<file path="src/rtl/debug_unit.sv">
// debug_unit: UART-driven instruction loader, run/step controller and
// PC/cycle/register dump sequencer for the MIPS pipeline.
module debug_unit #(
    parameter int LEN       = 32,
    parameter int IMEM_ADDR = 10,
    parameter int N_DUMP    = 34
) (
    input  logic                 clk,
    input  logic                 reset,
    input  logic [7:0]           rx_data,
    input  logic                 rx_done,
    output logic [7:0]           tx_data,
    output logic                 tx_start,
    input  logic                 tx_done,
    output logic                 imem_we,
    output logic [IMEM_ADDR-1:0] imem_addr,
    output logic [LEN-1:0]       imem_data,
    output logic                 cpu_enable,
    output logic                 cpu_reset,
    input  logic                 halt,
    output logic [5:0]           dbg_sel,
    input  logic [LEN-1:0]       dbg_data
);
    typedef enum logic [3:0] {
        IDLE, LOAD, RUN, STEP_WAIT, STEP_EXEC, DUMP_SEL, DUMP_CAP, DUMP_TX, DUMP_WAIT
    } state_t;

    localparam logic [5:0] LAST = 6'(N_DUMP - 1);

    state_t                 state_q, state_d;
    logic                   ret_step_q, ret_step_d;
    logic [1:0]             bcnt_q, bcnt_d;
    logic [5:0]             idx_q, idx_d;
    logic [LEN-1:0]         word_q, word_d;
    logic [LEN-1:0]         cap_q, cap_d;
    logic [LEN-1:0]         cycle_q, cycle_d;
    logic [7:0]             tx_data_q, tx_data_d;
    logic                   tx_start_q, tx_start_d;
    logic                   imem_we_q, imem_we_d;
    logic [IMEM_ADDR-1:0]   imem_addr_q, imem_addr_d;
    logic [LEN-1:0]         imem_data_q, imem_data_d;
    logic                   cpu_en_q, cpu_en_d;
    logic                   cpu_rst_q, cpu_rst_d;

    always_comb begin
        state_d     = state_q;
        ret_step_d  = ret_step_q;
        bcnt_d      = bcnt_q;
        idx_d       = idx_q;
        word_d      = word_q;
        cap_d       = cap_q;
        cycle_d     = cycle_q + LEN'(cpu_en_q);
        tx_data_d   = tx_data_q;
        tx_start_d  = 1'b0;
        imem_we_d   = 1'b0;
        imem_addr_d = imem_addr_q + IMEM_ADDR'(imem_we_q);
        imem_data_d = imem_data_q;
        cpu_en_d    = 1'b0;
        cpu_rst_d   = 1'b0;
        case (state_q)
            IDLE: if (rx_done) begin
                if (rx_data == 8'h4C) begin
                    state_d     = LOAD;
                    imem_addr_d = '0;
                    bcnt_d      = '0;
                end else if (rx_data == 8'h43 || rx_data == 8'h53) begin
                    state_d   = (rx_data == 8'h43) ? RUN : STEP_WAIT;
                    cpu_rst_d = 1'b1;
                    cycle_d   = '0;
                end
            end
            LOAD: if (rx_done) begin
                word_d = {rx_data, word_q[LEN-1:8]};
                bcnt_d = bcnt_q + 2'd1;
                if (bcnt_q == 2'd3) begin
                    imem_we_d   = 1'b1;
                    imem_data_d = word_d;
                    state_d     = (&word_d) ? IDLE : LOAD;
                end
            end
            RUN: begin
                // halt seen during the reset cycle belongs to the previous program
                cpu_en_d = 1'b1;
                if (halt && !cpu_rst_q) begin
                    cpu_en_d   = 1'b0;
                    ret_step_d = 1'b0;
                    state_d    = DUMP_SEL;
                end
            end
            STEP_WAIT: if (rx_done) begin
                if (rx_data == 8'h4E) begin
                    state_d  = STEP_EXEC;
                    cpu_en_d = 1'b1;
                end else if (rx_data == 8'h51) begin
                    state_d = IDLE;
                end
            end
            STEP_EXEC: begin
                ret_step_d = !halt;
                state_d    = DUMP_SEL;
            end
            DUMP_SEL: state_d = DUMP_CAP;
            DUMP_CAP: begin
                cap_d   = (idx_q == 6'd1) ? cycle_q : dbg_data;
                state_d = DUMP_TX;
            end
            DUMP_TX: begin
                tx_data_d  = 8'(cap_q >> {bcnt_q, 3'b000});
                tx_start_d = 1'b1;
                state_d    = DUMP_WAIT;
            end
            DUMP_WAIT: if (tx_done && !tx_start_q) begin
                bcnt_d = bcnt_q + 2'd1;
                if (bcnt_q != 2'd3) begin
                    state_d = DUMP_TX;
                end else if (idx_q == LAST) begin
                    idx_d   = '0;
                    state_d = ret_step_q ? STEP_WAIT : IDLE;
                end else begin
                    idx_d   = idx_q + 6'd1;
                    state_d = DUMP_SEL;
                end
            end
            default: state_d = IDLE;
        endcase
    end

    always_ff @(posedge clk or negedge reset) begin
        if (!reset) begin
            state_q     <= IDLE;
            ret_step_q  <= 1'b0;
            bcnt_q      <= '0;
            idx_q       <= '0;
            word_q      <= '0;
            cap_q       <= '0;
            cycle_q     <= '0;
            tx_data_q   <= '0;
            tx_start_q  <= 1'b0;
            imem_we_q   <= 1'b0;
            imem_addr_q <= '0;
            imem_data_q <= '0;
            cpu_en_q    <= 1'b0;
            cpu_rst_q   <= 1'b0;
        end else begin
            state_q     <= state_d;
            ret_step_q  <= ret_step_d;
            bcnt_q      <= bcnt_d;
            idx_q       <= idx_d;
            word_q      <= word_d;
            cap_q       <= cap_d;
            cycle_q     <= cycle_d;
            tx_data_q   <= tx_data_d;
            tx_start_q  <= tx_start_d;
            imem_we_q   <= imem_we_d;
            imem_addr_q <= imem_addr_d;
            imem_data_q <= imem_data_d;
            cpu_en_q    <= cpu_en_d;
            cpu_rst_q   <= cpu_rst_d;
        end
    end

    assign tx_data    = tx_data_q;
    assign tx_start   = tx_start_q;
    assign imem_we    = imem_we_q;
    assign imem_addr  = imem_addr_q;
    assign imem_data  = imem_data_q;
    assign cpu_enable = cpu_en_q;
    assign cpu_reset  = cpu_rst_q;
    assign dbg_sel    = idx_q;
endmodule

</file>
<file path="config.mk">
export PLATFORM = sky130hd
export DESIGN_NAME = debug_unit
export DESIGN_NICKNAME = d
export VERILOG_FILES = /design/src/rtl/debug_unit.sv
export SDC_FILE = /design/constraint.sdc
export NUM_CORES = 1
export LEC_CHECK = 0
export ABC_CLOCK_PERIOD_IN_PS = 3000
export CAP_MARGIN = 0
export CORE_ASPECT_RATIO = 1.75
export CORE_MARGIN = 2
export CORE_UTILIZATION = 40
export CTS_CLUSTER_SIZE = 25
export DETAILED_ROUTE_END_ITERATION = 6
export PLACE_DENSITY = 0.69
export SETUP_SLACK_MARGIN = 0.1
export SYNTH_ARGS = -nofsm -noshare
export SYNTH_HDL_FRONTEND = slang
export SYNTH_SLANG_ARGS = --single-unit
</file>
<file path="constraint.sdc">
create_clock -name clk -period 3 [get_ports clk]
set_input_delay 0.45 -clock clk [delete_from_list [all_inputs] [get_ports clk]]
set_output_delay 0.45 -clock clk [all_outputs]
set_load 0.01 [all_outputs]
</file>
==> flow_metrics.tcl <==
set metrics [dict create \
    drive_gt1_share_pct 15.0 \
    via_per_inst 5.38 \
    firstDrtPassIters 5 \
    ys_async_sr_fraction_pct 100 \
    p_per_area_nw_per_um2 881 \
    synth_top_area_cell "dfrtp_1" \
    cp.required_ns 3.30 \
    grt_pass1_wl_um 28800 \
    synth_warnings 0 \
    synth_edf_count 0 \
    cp-start-kind "register" \
    post_drt_wl_per_cell_um 18.2 \
    status "completed" \
    antenna_cells 0 \
    hp-class "in -> async" \
    leakagePower_nw 3.70 \
    synth_simple_gate_area_share_pct 15.3 \
    nets 780 \
    worst_ep_arrival_time_ns 2.54 \
    period_needed_ns 2.23 \
    crit_path_max_incr_delay_ns 0.61 \
    max_freq_ghz 0.447 \
    drv_slew 0 \
    first_global_vias 5556 \
    peakVddDrop_mv 0.430 \
    row_count 65 \
    crit_path_end_kind "register" \
    clockBufferDepth 2 \
    dieWidth_um 106 \
    insertion_delay_ns 0.42 \
    die_h_um 182 \
    place.detailed.hpwl_um 13200 \
    path_cells "nor4_1, nand3_1, or2_1, inv_2, buf_12, nor2_1" \
    cts_tree "yes" \
    relSlewSlack_pct 54.3 \
    ant_nets 0 \
    fin_tns_setup_ns 0 \
    worst_clock_skew_ns 0.0112 \
    tightestPinTransition_ns 0.685 \
    syn_inst 622 \
    synth_compound_area_share_pct 5.70 \
    n_fill_cell 1604 \
    initialDrtViolationCount 188 \
    start_util_pct 40.6 \
    ys_seq_area_share_pct 53.4 \
    post_cts_buffers 0 \
    path_class "reg -> reg" \
    numClockSinks 155 \
    power_mw 8.10 \
    layout_commonest_cell "dfrtp_1" \
    htreeDepth 4 \
    cts.clk_slew.worst_paths_ns 0.07 \
    avgSynthCellArea_um2 11.7 \
    syn2layout_area_growth_pct 26.5 \
    synth_fa_ha_area_share_pct 1.21 \
    cts_root_buffer "clkbuf_16" \
    grt_usage_pct 19.1 \
    cap_viol_max_count 0 \
    synth_top_family_by_area "multiplexers" \
    ioPinCount 105 \
    portBuffers 104 \
    cpMaxStageDelayCell "dfrtp_1" \
    yosysTopAreaCellShare_pct 53.4 \
    synth_area_um2 7270 \
    wirelength_um 17700 \
    via_count 5244 \
    drc_errors 0 \
    fin_util_pct 51.4 \
    hold_buffers 0 \
    setup_viol 0 \
    finalHoldViolations 0 \
    overflow 0 \
    gp_congestion 0.889 \
    synth_nets 674 \
    layout_common_cells "dfrtp_1, clkdlybuf4s50_1, nor2_1" \
    grt_setup_unrepaired "no" \
    fin_crit_sh_pct 74.5 \
    grt_max_degree 72 \
    synth_seq_cells 155 \
    synth.distinct_cells 60 \
    ys_top_cells_by_area "dfrtp_1, mux2_2, mux2_1" \
    synthFlopType "dfrtp_1" \
    core_area_um2 17900 \
    post_cts_resize_count 0 \
    path_max_fanout 19 \
    synth.area.mux_share_pct 17.9 \
    die_area_um2 19300 \
    cts_made_buffers 17 \
    antenna_found_initial 1 \
    synth-xor-area-share_pct 3.98 \
]
## critical path, delay by kind of cell, from the launching register on
family                 cells  cell delay [ns]
flip-flops                 1             0.61
buffers and inverters      2             0.49
AND/OR/NAND/NOR            4             1.01
## final timing paths
| check | from | endpoint | slack (ns) | cells past startpoint |
|---|---|---|---|---|
| setup reg to reg | state_q[1] | cycle_q[12] | 0.77 | 6 |
| hold / removal | reset | cycle_q[31] | 0.03 | 1 |
| max in group asynchronous | reset | cap_q[28] | 2.09 | 2 |
| setup / recovery | state_q[1] | cycle_q[12] | 0.77 | 6 |
| hold reg to reg | imem_data[7] | imem_data[7] | 0.49 | 1 |
| min in group clk | imem_data[7] | imem_data[7] | 0.49 | 1 |
## routing by layer
layer  up-vias  GRT usage (%)  wire length (µm)
li1       2428              -                 -
met1      2622           20.2              6560
met2       153           35.7              9740
met3        39           3.64               688
met4         2           9.63               719
met5         -              0                13
## cell families after synthesis
kind of cell / after synthesis
AO/OA/AOI/OAI: 71
XOR/XNOR: 33
adder cells (fa/ha/maj): 7
buffers and inverters: 40
flip-flops: 155
multiplexers: 111
AND/OR/NAND/NOR: 205
## where the power goes
part           internal (mW)  switching (mW)
Sequential              2.81           0.749
Clock                   1.13            1.01
Combinational           1.34            1.07
Total                   5.27            2.83
## metrics by stage
stage | cells | area [µm²] | setup slack, ns | hold WS [ns]
floorplan | 622 | 7270 | 1.14 | 0.154
global placement | 943 | 8600 | 0.556 | 0.472
detailed placement | 943 | 8600 | 0.478 | 0.481
CTS | 975 | 9190 | 0.745 | 0.0552
global route | 975 | 9190 | 0.556 | 0.0713
finish | 975 | 9190 | 0.765 | 0.0308
## layout make-up
class	instances	area, µm²	share of cell area (%)
repair buffers	118	1180	12.9
clock buffers	17	425	4.63
flip-flops and latches	155	3880	42.2
well taps	234	293	3.18
multi-input cells	427	3210	34.9
clock inverters	15	169	1.84
inverters	9	33.8	0.367
## flip-flops by register name, indices dropped and copies added, names as in the netlist, 4 cells and up
register / count
cap_q: 32
cycle_q: 32
imem_data: 32
word_q: 24
imem_addr: 10
tx_data: 8
dbg_sel: 6
state_q: 4
## cells in the mapped netlist (all sizes together) (3+ instances only)
cell type    n
nor2b       10
a21oi       41
o21ai       15
xnor2       11
xor2        22
and2         5
nor4         4
or3          9
nor2        80
nand2       21
mux4         8
ha           7
nand4       22
dfrtp      155
and4         3
buf         26
and3         9
inv          9
nor3         5
mux2i       33
nand3       23
mux2        70
clkbuf       5
Note: power is estimated with default switching activity, not from simulation.
